$ cat src/rtl/seq_divider_2n_by_n.sv
`default_nettype none
// ============================================================================
//  Module      : seq_divider_2n_by_n
//  Description : Multi-cycle restoring divider. Divides a 2N-bit unsigned
//                dividend by an N-bit unsigned divisor, giving an N-bit
//                quotient, an N-bit remainder and an infeasibility flag.
//                One quotient bit is resolved per clock after a one-cycle
//                feasibility check.
//  Revision    : 1.0  initial release
// ----------------------------------------------------------------------------
//  Ports
//    clock   in   1    system clock, rising-edge active
//    reset_  in   1    synchronous active-low reset
//    soc     in   1    start request (level), sampled only when idle
//    x       in   2N   dividend, captured on the start-accept edge
//    y       in   N    divisor, captured on the start-accept edge
//    eoc     out  1    1 = idle / result valid, 0 = division in progress
//    q       out  N    quotient (valid while eoc=1)
//    r       out  N    remainder (valid while eoc=1)
//    no_div  out  1    last division infeasible (y==0 or x[2N-1:N] >= y)
// ============================================================================
module seq_divider_2n_by_n #(
  parameter int N = 2
) (
  input  logic           clock,
  input  logic           reset_,
  input  logic           soc,
  input  logic [2*N-1:0] x,
  input  logic [N-1:0]   y,
  output logic           eoc,
  output logic [N-1:0]   q,
  output logic [N-1:0]   r,
  output logic           no_div
);

  localparam int CW = (N > 1) ? $clog2(N) : 1;

  typedef enum logic [1:0] {
    S_IDLE  = 2'd0,
    S_CHECK = 2'd1,
    S_STEP  = 2'd2,
    S_DONE  = 2'd3
  } state_t;

  state_t         r_state;
  state_t         w_state_nxt;

  logic [2*N-1:0] r_x;
  logic [N-1:0]   r_y;
  logic [N:0]     r_rem;
  logic [CW-1:0]  r_cnt;
  logic [N-1:0]   r_qbits;
  logic [N-1:0]   r_q;
  logic [N-1:0]   r_r;
  logic           r_no_div;

  logic           w_infeasible;
  logic [N:0]     w_t;
  logic           w_ge;
  logic [N:0]     w_rem_nxt;
  logic [N-1:0]   w_qbits_nxt;

  // The quotient only fits in N bits when the high half of the dividend is
  // strictly below the divisor; this also rules out division by zero.
  assign w_infeasible = (r_y == '0) || (r_x[2*N-1:N] >= r_y);

  // One restoring step: shift the next dividend bit into the partial
  // remainder and subtract the divisor if it fits.
  always_comb begin
    w_t                = {r_rem[N-1:0], r_x[r_cnt]};
    w_ge               = (w_t >= {1'b0, r_y});
    w_rem_nxt          = w_ge ? (w_t - {1'b0, r_y}) : w_t;
    w_qbits_nxt        = r_qbits;
    w_qbits_nxt[r_cnt] = w_ge;
  end

  // --------------------------------------------------------------------------
  // State register
  // --------------------------------------------------------------------------
  always_ff @(posedge clock) begin
    if (!reset_) begin
      r_state <= S_IDLE;
    end else begin
      r_state <= w_state_nxt;
    end
  end

  // --------------------------------------------------------------------------
  // Next-state logic
  // --------------------------------------------------------------------------
  always_comb begin
    w_state_nxt = r_state;
    case (r_state)
      S_IDLE:  if (soc) w_state_nxt = S_CHECK;
      S_CHECK: w_state_nxt = w_infeasible ? S_DONE : S_STEP;
      S_STEP:  if (r_cnt == '0) w_state_nxt = S_DONE;
      // Waiting for soc to drop makes a held-high soc start only one division.
      S_DONE:  if (!soc) w_state_nxt = S_IDLE;
      default: w_state_nxt = S_IDLE;
    endcase
  end

  // --------------------------------------------------------------------------
  // Datapath and result registers
  // --------------------------------------------------------------------------
  always_ff @(posedge clock) begin
    if (!reset_) begin
      r_x      <= '0;
      r_y      <= '0;
      r_rem    <= '0;
      r_cnt    <= '0;
      r_qbits  <= '0;
      r_q      <= '0;
      r_r      <= '0;
      r_no_div <= 1'b0;
    end else begin
      case (r_state)
        S_IDLE: begin
          if (soc) begin
            r_x <= x;
            r_y <= y;
          end
        end
        S_CHECK: begin
          if (w_infeasible) begin
            r_q      <= '0;
            r_r      <= '0;
            r_no_div <= 1'b1;
          end else begin
            r_rem   <= {1'b0, r_x[2*N-1:N]};
            r_cnt   <= CW'(N - 1);
            r_qbits <= '0;
          end
        end
        S_STEP: begin
          r_rem   <= w_rem_nxt;
          r_qbits <= w_qbits_nxt;
          r_cnt   <= r_cnt - 1'b1;
          // Results are published only on the way into DONE so the outputs
          // keep the previous answer for the whole busy period.
          if (r_cnt == '0) begin
            r_q      <= w_qbits_nxt;
            r_r      <= w_rem_nxt[N-1:0];
            r_no_div <= 1'b0;
          end
        end
        default: ;
      endcase
    end
  end

  assign eoc    = (r_state == S_IDLE) || (r_state == S_DONE);
  assign q      = r_q;
  assign r      = r_r;
  assign no_div = r_no_div;

endmodule
`default_nettype wire

$ cat config.mk
export PLATFORM = sky130hd
export DESIGN_NAME = seq_divider_2n_by_n
export DESIGN_NICKNAME = d
export VERILOG_FILES = /design/src/rtl/seq_divider_2n_by_n.sv
export SDC_FILE = /design/constraint.sdc
export NUM_CORES = 1
export LEC_CHECK = 0
export ABC_AREA = 1
export CORE_ASPECT_RATIO = 1.75
export CORE_MARGIN = 1
export CORE_UTILIZATION = 40
export DETAILED_ROUTE_END_ITERATION = 10
export SYNTH_ARGS = -nofsm -noshare
export SYNTH_HDL_FRONTEND = slang
export SYNTH_SLANG_ARGS = --single-unit
$ cat constraint.sdc
create_clock -name clock -period 2.9 [get_ports clock]
set_input_delay 0.58 -clock clock [delete_from_list [all_inputs] [get_ports clock]]
set_output_delay 0.58 -clock clock [all_outputs]
set_load 0.01 [all_outputs]
==> impl_metrics.toml, run 1 <==
[yosys]
yosys-top-cells-area = "dfxtp_1 34%, nand2_1 14%, ha_1 11%"
syn_area_sq_um = 1050
yosys.area_share.adder_pct = 10.7
syn_inst = 154
seq_area_frac_synth_pct = 34.2
synth_area_leader_cell = "dfxtp_1"
synth.most_common_cell = "nand2_1"
yosys.area_share.simple_pct = 30.4
avgSynthCellArea_sq_um = 6.84
synth_edf_count = 0
synth_mux_area_share_pct = 0
synthTopCellsByCount = "38 x nand2_1, 23 x inv_1, 18 x dfxtp_1"
synth_xor_area_share_pct = 0.831
synth_seq_cells = 18
yosys_warnings = 0
synth_compound_area_share_pct = 11.8
syn_nets = 172
synth_cell_types = 21
synth_top_area_share_pct = 34.2
synthFlopType = "dfxtp_1"
async_flop_share_pct = 0
synth_top_family_by_area = "simple AND/OR/NAND/NOR gates"

[route]
route.met2.wl_mm = 1.14
drtIter0Drc = 33
postRouteAntennaNets = 0
top_layer_used = "met4"
route.met3.wl_um = 50
avgRoutedWirePerCell_um = 10.4
firstDrtPassIters = 5
wl_mm = 2.04
drc = 0
num_vias = 953
drt-met1-wl_um = 793
via_per_inst = 4.89

[worst_setup_path]
cp-startpoint = "r_state[0]"
worst_path_most_repeated_cell = "inv_1"
crit_path_start_kind = "flip-flop"
crit_type = "reg -> out"
r2r_end = "r_rem[0]"
cp.arrival_ns = 1.64
cp_slowest_stage_delay_ns = 0.53
cp_top_family = "buffers and inverters"
r2r_setup_slack_ns = 1.19
path_cells = "inv_1 -> ha_1 -> inv_1 -> clkdlybuf4s50_1"
regToRegStartpoint = "r_cnt"
worst-path-stages = 4
end_kind = "output pin"
slowest_stage = "clkdlybuf4s50_1"
r2r_cells = 13
cp_max_fo = 5
critPathRequiredTime_ns = 2.32
endpoint = "eoc"
critical_path_buf_inv_count = 3

[floorplan]
die_area_sq_um = 2850
ios = 15
die_h_um = 69.9
dieWidth_um = 40.8
coreArea_sq_um = 2490
start_util_pct = 42.3
rows = 24

[power_and_ir_drop]
pwr-share-seq_pct = 30.6
p_sw_mw = 0.544
p_int_mw = 0.726
p_leak_nw = 0.610
switching_share_pct = 42.9
clock_power_share_pct = 16.6
power_density_nw_per_um2 = 1010
peakVddDrop_mv = 0.469
p_comb_share_pct = 52.8

[timing]
fmax_ghz = 0.450
rsz0062_at_grt = "false"
relSlewSlack_pct = 61.4
slew_violations = 0
fin_setup_tns_ns = 0
skew_ns = 0.00179
tightest_slew_ns = 0.577
min_period_ns = 2.22
setup_viol_count_final = 0
finalCritPeriodShare_pct = 76.7
hold_violations = 0

[finish]
layout-drive-gt1-share_pct = 10.7
postLayoutCoreUtil_pct = 50.3
antenna_cells = 0
synthToLayoutAreaGrowth_pct = 19.0
fillers = 263
fin_nets = 188

[clocking]
post_cts_resized = 0
tritoncts = "built"
numCtsBuffers = 3
htree_levels = 1
holdBufCountCts = 0
post_cts_buffers = 0
clk_latency_ns = 0.26
clock_sinks = 18
clk_path_buf_depth = 2
cts.clk_slew.worst_paths_ns = 0.07
cts_root_buf = "clkbuf_8"

[outcome]
status = "finished, final reports clean"

[global_route]
antenna_found_initial = 0
grt_overflow = 0
grt_pass1_wl_mm = 3.37
grt_pass1_vias = 854
grt_max_degree = 18
grtUsageTotal_pct = 16.9

[place]
routabilityCongestion = 0.765
port_buffers = 14
dp_hpwl_mm = 1.65

[run]
maxCapViolCount = 0

[min_path]
hold_path_class = "reg -> reg"
state kept, by name, indices dropped and copies added (netlist names):
register	flops
r_cnt	1
r	2
r_x	4
r_y	2
no_div	1
r_rem	2
q	2
r_qbits	2
r_state	2
worst min path at each step:
stage	startpoint	end	slack, ns	depth (start not counted)
after floorplan	r_x[1]	r_x[1]	0.43	2
after global placement	r_x[0]	r_x[0]	0.44	2
after detailed placement	r_x[1]	r_x[1]	0.45	2
after CTS	r_x[1]	r_x[1]	0.46	2
after global routing	r_x[1]	r_x[1]	0.48	2
final	r_x[1]	r_x[1]	0.46	2
cells by family after synthesis:
group / Yosys count
AO/OA/AOI/OAI: 24
flip-flops: 18
buffers and inverters: 29
AND/OR/NAND/NOR: 73
adder cells (fa/ha/maj): 9
XOR/XNOR: 1
layout make-up:
cell class / instances / area [sq um] / share of cell area [%]
Clock buffer: 4 / 55.1 / 4.39
Timing Repair Buffer: 14 / 140 / 11.2
Multi-Input combinational cell: 107 / 566 / 45.1
Sequential cell: 18 / 360 / 28.7
Tap cell: 26 / 32.5 / 2.59
Inverter: 26 / 100 / 7.98
worst reg2reg max path: cells and delay by family, from the launching register on:
family	cells	cell delay [ns]
simple gates	9	0.71
flops	1	0.40
fa+ha+maj	1	0.30
buf+inv	3	0.20
metrics by stage:
step | instance area, sq um | hold WS (ns) | setup WS, ns | power (mW) | instances
6_report | 1250 | 0.458 | 0.676 | 1.27 | 195
5_1_grt | 1250 | 0.482 | 0.608 | 1.38 | 195
4_1_cts | 1250 | 0.460 | 0.660 | 1.29 | 195
3_5_place_dp | 1200 | 0.448 | 0.951 | 1.07 | 191
3_3_place_gp | 1200 | 0.443 | 0.975 | 1.06 | 191
2_1_floorplan | 1050 | 0.429 | 1.47 | 0.897 | 154
cells in the final DEF (no fill, tap or decap):
master           instances
nand2_1                 38
inv_1                   23
dfxtp_1                 18
nor2_1                  17
clkdlybuf4s50_1         14
a21oi_1                 13
ha_1                     9
o21ai_0                  8
nand3_1                  7
nor2_2                   4
clkbuf_8                 4
nand2_2                  3
inv_2                    2
o21ai_1                  2
nand3_2                  1
inv_4                    1
or2_4                    1
nand2_4                  1
nor3_1                   1
xor2_1                   1
a21oi_2                  1
power by group through the flow:
| stage | sequential [mW] | combinational, mW | clock, mW |
|---|---|---|---|
| 3_3_place_gp | 0.390 | 0.668 | 0 |
| 2_1_floorplan | 0.390 | 0.507 | 0 |
| 6_report | 0.388 | 0.670 | 0.211 |
| 4_1_cts | 0.389 | 0.680 | 0.217 |
| 3_5_place_dp | 0.394 | 0.678 | 0 |
| 5_1_grt | 0.401 | 0.750 | 0.227 |
metal layers:
layer	track usage, %	vias to the layer above
met1	16.6	422
met5	0	-
met2	30.4	17
met4	7.78	0
li1	-	509
met3	2.86	5
Power figures use the tool's default switching activity.
==> run 2: changes to the inputs <==
- clock period: 2.9 -> 2.21 ns (I/O delays scaled with it)
==> results of run 2 <==
The final DEF is identical to that of run 1. Status: finished, final reports clean.
Main changes from that run: setup slack after placement 0.951 ns -> 0.399 ns; setup slack after layout 0.676 ns -> 0.124 ns; register-to-register setup slack 1.19 ns -> 0.50 ns; total power 1.27 mW -> 1.67 mW; worst IR drop on VDD 0.469 mV -> 0.616 mV
